--- config.mk ---
export PLATFORM = sky130hd
export DESIGN_NAME = image_brightness_adjust
export DESIGN_NICKNAME = d
export VERILOG_FILES = /design/src/rtl/image_brightness_adjust.sv
export SDC_FILE = /design/constraint.sdc
export NUM_CORES = 1
export LEC_CHECK = 0
export ABC_AREA = 1
export BUFFER_PORTS_ARGS = -buffer_cell sky130_fd_sc_hd__buf_2
export CAP_MARGIN = 30
export CORE_MARGIN = 3
export CORE_UTILIZATION = 55
export CTS_CLUSTER_SIZE = 12
export DETAILED_ROUTE_END_ITERATION = 8
export PLACE_DENSITY = 0.85
export SYNTH_ARGS = -nofsm -noshare
export SYNTH_HDL_FRONTEND = slang
export SYNTH_SLANG_ARGS = --single-unit
--- constraint.sdc ---
create_clock -name clk -period 7.4 [get_ports clk]
set_clock_uncertainty 0.05 [all_clocks]
set_input_delay 1.48 -clock clk [delete_from_list [all_inputs] [get_ports clk]]
set_output_delay 1.48 -clock clk [all_outputs]
set_load 0.005 [all_outputs]
--- src/rtl/image_brightness_adjust.sv ---
// Purpose : per-pixel brightness add/subtract with clamping, raster position tags and per-frame clip count.
// Latency : 1 cycle from input acceptance to m_valid; full rate of 1 pixel/cycle.
// Backpressure: single output register; s_ready = !m_valid || m_ready, and data/flags hold while stalled.
//
// Ports:
//   clk, rst          clock, synchronous active-high reset
//   cfg_offset/mode   brightness offset and direction (1 = add, 0 = subtract), captured on the first beat of a frame
//   s_valid/ready/data  upstream pixel stream, channel 0 in the LSBs
//   m_valid/ready/data  downstream adjusted pixel stream
//   m_sof/eol/eof     frame start, line end and frame end tags travelling with m_data
//   clip_count        clipped channel samples in the last completed frame
//   frame_done        one-cycle pulse when clip_count is updated (at acceptance of the last pixel)
module image_brightness_adjust #(
    parameter int DATA_W   = 8,
    parameter int CHANNELS = 3,
    parameter int WIDTH    = 512,
    parameter int HEIGHT   = 768,
    parameter int CNT_W    = 24
) (
    input  logic                         clk,
    input  logic                         rst,
    input  logic [DATA_W-1:0]            cfg_offset,
    input  logic                         cfg_mode,
    input  logic                         s_valid,
    output logic                         s_ready,
    input  logic [CHANNELS*DATA_W-1:0]   s_data,
    output logic                         m_valid,
    input  logic                         m_ready,
    output logic [CHANNELS*DATA_W-1:0]   m_data,
    output logic                         m_sof,
    output logic                         m_eol,
    output logic                         m_eof,
    output logic [CNT_W-1:0]             clip_count,
    output logic                         frame_done
);

    localparam int COL_W  = (WIDTH  > 1) ? $clog2(WIDTH)  : 1;
    localparam int ROW_W  = (HEIGHT > 1) ? $clog2(HEIGHT) : 1;
    localparam int CLIP_W = $clog2(CHANNELS + 1);

    localparam logic [COL_W-1:0] COL_LAST = COL_W'(WIDTH - 1);
    localparam logic [ROW_W-1:0] ROW_LAST = ROW_W'(HEIGHT - 1);

    // ------------------------------------------------------------------
    // State
    // ------------------------------------------------------------------
    logic                         m_valid_q;
    logic [CHANNELS*DATA_W-1:0]   m_data_q;
    logic                         m_sof_q;
    logic                         m_eol_q;
    logic                         m_eof_q;
    logic [COL_W-1:0]             col_q,  col_d;
    logic [ROW_W-1:0]             row_q,  row_d;
    logic [DATA_W-1:0]            off_q;
    logic                         mode_q;
    logic [CNT_W-1:0]             acc_q,  acc_d;
    logic [CNT_W-1:0]             clip_q;
    logic                         frame_done_q;

    // ------------------------------------------------------------------
    // Handshake and position decode
    // ------------------------------------------------------------------
    logic beat_acc;
    logic at_sof;
    logic at_eol;
    logic at_eof;

    assign s_ready  = !m_valid_q || m_ready;
    assign beat_acc = s_valid && s_ready;

    assign at_sof = (col_q == '0) && (row_q == '0);
    assign at_eol = (col_q == COL_LAST);
    assign at_eof = at_eol && (row_q == ROW_LAST);

    // The first beat of a frame must already see the new configuration,
    // so it bypasses the latch and uses the live inputs.
    logic [DATA_W-1:0] off_eff;
    logic              mode_eff;

    assign off_eff  = at_sof ? cfg_offset : off_q;
    assign mode_eff = at_sof ? cfg_mode   : mode_q;

    // ------------------------------------------------------------------
    // Per-channel clamped add/subtract
    // ------------------------------------------------------------------
    logic [CHANNELS*DATA_W-1:0] adj_dat;
    logic [CHANNELS-1:0]        clip_vec;

    for (genvar c = 0; c < CHANNELS; c++) begin : g_ch
        logic [DATA_W-1:0] x;
        logic [DATA_W:0]   sum;
        logic [DATA_W:0]   dif;

        assign x   = s_data[c*DATA_W +: DATA_W];
        assign sum = {1'b0, x} + {1'b0, off_eff};
        // Top bit of dif is the borrow: set exactly when x < offset.
        assign dif = {1'b0, x} - {1'b0, off_eff};

        // Carry/borrow out is both the clamp select and the clip event;
        // x == offset (decrease) or x + offset == max (increase) lands
        // exactly on the rail without a carry/borrow and is not a clip.
        assign adj_dat[c*DATA_W +: DATA_W] =
            mode_eff ? (sum[DATA_W] ? {DATA_W{1'b1}} : sum[DATA_W-1:0])
                     : (dif[DATA_W] ? {DATA_W{1'b0}} : dif[DATA_W-1:0]);

        assign clip_vec[c] = mode_eff ? sum[DATA_W] : dif[DATA_W];
    end

    // Number of clipped channels in the current beat.
    logic [CLIP_W-1:0] beat_clips;

    always_comb begin
        beat_clips = '0;
        for (int i = 0; i < CHANNELS; i++) begin
            beat_clips = beat_clips + CLIP_W'(clip_vec[i]);
        end
    end

    // ------------------------------------------------------------------
    // Saturating clip accumulator
    // ------------------------------------------------------------------
    logic [CNT_W:0]   acc_sum;
    logic [CNT_W-1:0] acc_sat;

    assign acc_sum = {1'b0, acc_q} + (CNT_W+1)'(beat_clips);
    assign acc_sat = acc_sum[CNT_W] ? {CNT_W{1'b1}} : acc_sum[CNT_W-1:0];

    // The EOF beat hands its total to clip_count and restarts the count.
    always_comb begin
        acc_d = acc_q;
        if (beat_acc) begin
            acc_d = at_eof ? '0 : acc_sat;
        end
    end

    // ------------------------------------------------------------------
    // Raster position counters
    // ------------------------------------------------------------------
    always_comb begin
        col_d = col_q;
        row_d = row_q;
        if (beat_acc) begin
            if (at_eol) begin
                col_d = '0;
                row_d = (row_q == ROW_LAST) ? '0 : row_q + 1'b1;
            end else begin
                col_d = col_q + 1'b1;
            end
        end
    end

    // ------------------------------------------------------------------
    // Registers
    // ------------------------------------------------------------------
    always_ff @(posedge clk) begin
        if (rst) begin
            m_valid_q    <= 1'b0;
            m_data_q     <= '0;
            m_sof_q      <= 1'b0;
            m_eol_q      <= 1'b0;
            m_eof_q      <= 1'b0;
            col_q        <= '0;
            row_q        <= '0;
            off_q        <= '0;
            mode_q       <= 1'b0;
            acc_q        <= '0;
            clip_q       <= '0;
            frame_done_q <= 1'b0;
        end else begin
            col_q        <= col_d;
            row_q        <= row_d;
            acc_q        <= acc_d;
            frame_done_q <= beat_acc && at_eof;

            if (beat_acc) begin
                m_valid_q <= 1'b1;
                m_data_q  <= adj_dat;
                m_sof_q   <= at_sof;
                m_eol_q   <= at_eol;
                m_eof_q   <= at_eof;
            end else if (m_ready) begin
                // Output drained with nothing new behind it; data is left
                // as-is since it is qualified by m_valid.
                m_valid_q <= 1'b0;
            end

            if (beat_acc && at_sof) begin
                off_q  <= cfg_offset;
                mode_q <= cfg_mode;
            end

            if (beat_acc && at_eof) begin
                clip_q <= acc_sat;
            end
        end
    end

    assign m_valid    = m_valid_q;
    assign m_data     = m_data_q;
    assign m_sof      = m_sof_q;
    assign m_eol      = m_eol_q;
    assign m_eof      = m_eof_q;
    assign clip_count = clip_q;
    assign frame_done = frame_done_q;

endmodule

After elaboration in Yosys (flattened, before gate mapping)

Index checks and enable logic that the tools add are counted.

$add $sub $neg: 11
Multiply operators: 0
Divide/modulo/power cells: 0
Magnitude comparators: 0
Eq/ne operators: 2
Shift-type cells: 0
Muxes and demuxes: 20
Bitwise gates (word level): 0
Reductions and logical operators: 11

Operators by type and width:

| operator                                       | number |
|---|---|
| two-way mux 8 bit                              | 10 |
| two-way mux 24 bit                             | 2 |
| adder 8 x 8 -> 9 bit                           | 3 |
| subtractor 8 x 8 -> 9 bit                      | 3 |
| adder 24 x 2 -> 25 bit                         | 1 |
| adder 10 x 1 -> 10 bit (second input constant) | 1 |
| == test 10 bit (second input constant)         | 1 |
| logical NOT 10 bit                             | 1 |
| two-way mux 10 bit                             | 1 |
| adder 9 x 1 -> 9 bit (second input constant)   | 1 |
| == test 9 bit (second input constant)          | 1 |
| logical NOT 9 bit                              | 1 |
| two-way mux 9 bit                              | 1 |
| two-way mux 1 bit                              | 6 |
| logical AND 1 bit                              | 5 |
| adder 1 x 1 -> 2 bit                           | 1 |
| adder 2 x 1 -> 2 bit                           | 1 |
| AND reduction 2 bit                            | 1 |
| nonzero test 2 bit                             | 1 |
| logical NOT 1 bit                              | 1 |
| logical OR 1 bit                               | 1 |

Bits in registers: 105
Latch bits: 0
Bits in writable memories: 0
Bits in read-only memories: 0
Output and inout bits: 54
Memories: 0

Longest topological paths before layout

Word-level depth: 10
Mapped depth: 32

Least setup slack after synthesis

No wires, ideal clock.

Path type: input-to-reg
Start point: in cfg_offset[1]
End point: reg acc_q[20]
Setup time: 0.070 ns
Data arrival time: 5.456 ns
Setup slack: 1.824 ns
Stages: 21
Buffers on the path: 1
Path through: o21ai_0 inv_1 fa_1 o21ai_0 nand3_1 nand2_1 nand2_2 nand2_1 fa_1 inv_1 ha_1 fa_1 nand2_1 nor2_2 nand2_1 inv_1 nand2_2 buf_6 nand3_1 nand2_1 a21oi_1

Word-level cells in the longest chain between the ends: 8

RTL lines:

| element                                                                  | line   | source |
|---|---|---|
| start, declared                                                          | 22     | `input logic [DATA_W-1:0] cfg_offset,` |
| two-way mux 8 bit *                                                      | 80     | `assign off_eff = at_sof ? cfg_offset : off_q;` |
| subtractor 8 x 8 -> 9 bit / adder 8 x 8 -> 9 bit (equally long branches) | 97, 95 |  |
| two-way mux 1 bit                                                        | 106    | `assign clip_vec[c] = mode_eff ? sum[DATA_W] : dif[DATA_W];` |
| adder 1 x 1 -> 2 bit                                                     | 115    | `beat_clips = beat_clips + CLIP_W'(clip_vec[i]);` |
| adder 2 x 1 -> 2 bit *                                                   | 115    |  |
| adder 24 x 2 -> 25 bit *                                                 | 125    | `assign acc_sum = {1'b0, acc_q} + (CNT_W+1)'(beat_clips);` |
| two-way mux 24 bit *                                                     | 126    | `assign acc_sat = acc_sum[CNT_W] ? {CNT_W{1'b1}} : acc_sum[CNT_W-1:0];` |
| two-way mux 24 bit *                                                     | 132    | `acc_d = at_eof ? '0 : acc_sat;` |
| end signal, assigned                                                     | 166    | `acc_q <= '0;` |
| end signal, assigned                                                     | 172    | `acc_q <= acc_d;` |
| end, declared                                                            | 56     | `logic [CNT_W-1:0] acc_q, acc_d;` |

Every way passes the cells marked *; elsewhere a longest branch is shown, timed or not.
A chain may end at the register's enable or synchronous reset.

Final worst setup path

Start point: in cfg_offset[5]
End point: reg acc_q[2]

Same word-level chain as after synthesis.

==> results.py <==
metrics = {
    "outcome": {
        "status": "finished, final reports clean",
    },
    "logic_synthesis": {
        "synth_top_area_cell": "dfxtp_1",
        "syn_area_sq_um": 7659,
        "synth_top_area_share_pct": 27.45,
        "syn-num-nets": 1311,
        "yosysWarnings": 0,
        "synth_area_leaders": "dfxtp_1 27%, nand2_1 20%, ha_1 9.5%, inv_1 7.0%, nor2_1 6.8%",
        "syn_area_per_cell_sq_um": 6.340,
        "synth_cells": 1208,
        "synth-seq-cells": 105,
        "synth-seq-area-share_pct": 27.45,
        "synthDistinctLibCells": 40,
    },
    "routing": {
        "drt_iter0_drc": 656,
        "drtPass1Iterations": 6,
        "viasPerCell": 5.211,
        "detail-route-antenna-nets": 0,
        "drc": 0,
        "routedWlPerCell_um": 13.99,
        "routed_wl_mm": 20.40,
        "vias": 7597,
    },
    "sta": {
        "fin_crit_sh_pct": 84.79,
        "layout_min_cycle_time_ns": 6.274,
        "setup-violations-final": 0,
        "setup_tns_ns": 0,
        "max_freq_mhz": 159.4,
        "rsz0062_at_grt": "no",
        "hold_viol_final": 0,
        "tightest_slew_ns": 0.9627,
        "maxSlewViolCount": 0,
        "max_slew_margin_pct": 35.73,
        "whs_ns": 0.4002,
    },
    "placed_design": {
        "globalplace.congestion": 0.9646,
        "dp_cells": 1442,
        "dp_hpwl_mm": 15.23,
        "port_buffers": 90,
    },
    "cts": {
        "cts_root_buf": "clkbuf_16",
        "cts_hold_repair.buffers": 0,
        "cts_max_path_buffers": 2,
        "cts_buffers": 9,
        "tritoncts": "built",
        "htreeDepth": 3,
        "clock-sinks": 105,
        "clock_latency_ns": 0.36,
        "cts_setup_buffers": 0,
        "cts_resized": 0,
        "clk_pin_slew_ns": 0.08,
    },
    "job": {
        "cap_violations": 0,
    },
    "global_route": {
        "overflow": 0,
        "antenna_found_initial": 0,
        "grt_usage_pct": 27.00,
        "grt_start_max_net_pins": 58,
        "grt_pass1_wl_mm": 33.18,
        "grt_pass1_vias": 6848,
    },
    "cells_and_area": {
        "nNetsFinal": 1380,
        "post-route-util_pct": 62.86,
        "num_antenna_cells": 0,
        "drive_above_1_share_pct": 11.47,
        "syn_to_final_growth_pct": 10.42,
        "finalNonFillerCells": 1458,
    },
    "setup_path": {
        "cp_data_required_time_ns": 7.57,
        "cp.arrival_ns": 6.44,
        "worst_setup_path_end_kind": "flop",
        "critical_path_class": "in2reg",
        "cp_max_fo": 24,
        "startpoint_type": "input port",
    },
    "power_and_ir_drop": {
        "power_w": 0.001908,
        "p_per_area_nw_per_um2": 225.6,
        "peakVddDrop_v": 0.0001707,
        "p_leak_nw": 4.332,
    },
    "floorplan": {
        "die_x_um": 124.0,
        "die_area_sq_um": 15380,
        "row_count": 42,
        "design.core.area_sq_um": 13450,
        "ios": 91,
        "initial_core_util_pct": 56.93,
        "die_h_um": 124.0,
    },
    "worst_hold_path": {
        "min_path_type": "reg2reg",
    },
}
==> worst paths after layout <==
| path | startpoint | to | slack (ns) | depth (start not counted) |
|---|---|---|---|---|
| hold / removal | clip_count[23] | clip_count[23] | 0.40 | 2 |
| hold reg to reg | clip_count[23] | clip_count[23] | 0.40 | 2 |
| setup reg to reg | row_q[0] | acc_q[2] | 1.23 | 26 |
| setup / recovery | cfg_offset[5] | acc_q[2] | 1.13 | 22 |
==> logic make-up after synthesis <==
kind of cell / share of synthesized area, %
and+or+nand+nor: 39.60
buffers and inverters: 10.16
AOI/OAI and AO/OA: 8.479
DFF: 27.45
adders and majority gates: 11.57
xor gates and xnor gates: 2.745
==> report_power, final <==
part           internal (W)  switching, W
Combinational      0.000283      0.000528
Sequential         0.000598     0.0000182
Clock              0.000238      0.000242
Total               0.00112      0.000789
==> placed cells by master (no fill, tap or decap), drive strengths merged, types with 14 or more instances in the layout <==
master,Yosys,final
buf,27,96
nor2,147,147
o21ai,36,36
a21oi,64,64
nor3,17,17
xor2,21,21
nand2,412,412
nand4,15,15
nand3b,14,14
nand3,93,93
dfxtp,105,105
ha,58,58
inv,149,151
==> state kept, by name, summed over array words and instances (netlist names), 8 cells and up <==
name and count:
acc_q 24, clip_count 24, col_q 9, m_data 24, off_q 8, row_q 10
==> layer usage <==
layer | vias up | track usage, % | share of wire [%]
li1 | 3935 | - | -
met1 | 3406 | 37.63 | 47
met2 | 229 | 42.62 | 45
met3 | 27 | 4.723 | 6.2
met4 | 0 | 8.282 | 2.0
met5 | - | 0 | 0
==> area by class of cell <==
type | count | area [sq um]
Tap cell | 176 | 220.2
Timing Repair Buffer | 96 | 495.5
Clock inverter | 7 | 76.32
Multi-Input combinational cell | 916 | 4778
Fill cell | 1272 | 4996
Sequential cell | 105 | 2102
Clock buffer | 9 | 225.2
Inverter | 149 | 559.3
==> cells in the mapped netlist, drive strengths merged <==
library cell / instances
o21a: 5
and2: 3
o22ai: 1
nor2: 147
xor2: 21
a211oi: 12
ha: 58
fa: 8
inv: 149
nand3: 93
or2: 5
nand3b: 14
nand2: 412
a21oi: 64
dfxtp: 105
nor4: 1
o21bai: 1
nand4: 15
buf: 27
nor3: 17
clkbuf: 11
o21ai: 36
xnor2: 3
==> through the flow <==
stage | cell area, sq um | worst slack [ns]
after floorplan | 7659 | 1.824
after global placement | 8155 | 0.7948
after detailed placement | 8155 | 0.7055
after CTS | 8457 | 1.101
after global routing | 8457 | 0.7927
final | 8457 | 1.126
==> critical path: stages <==
cell	delay [ns]
buf_2	0.10
o21ai_0	0.64
inv_1	0.32
ha_1	0.54
inv_1	0.14
a21oi_1	0.27
o21a_1	0.16
nand2_1	0.13
nand2_2	0.18
nand2_1	0.10
fa_1	0.50
inv_1	0.04
ha_1	0.21
fa_1	0.43
nand2_1	0.13
nor2_2	0.07
nand2_1	0.12
inv_1	0.08
nand2_2	0.37
o21ai_0	0.25
nand2_1	0.12
a21oi_1	0.06
Note: power is estimated with default switching activity, not from simulation.
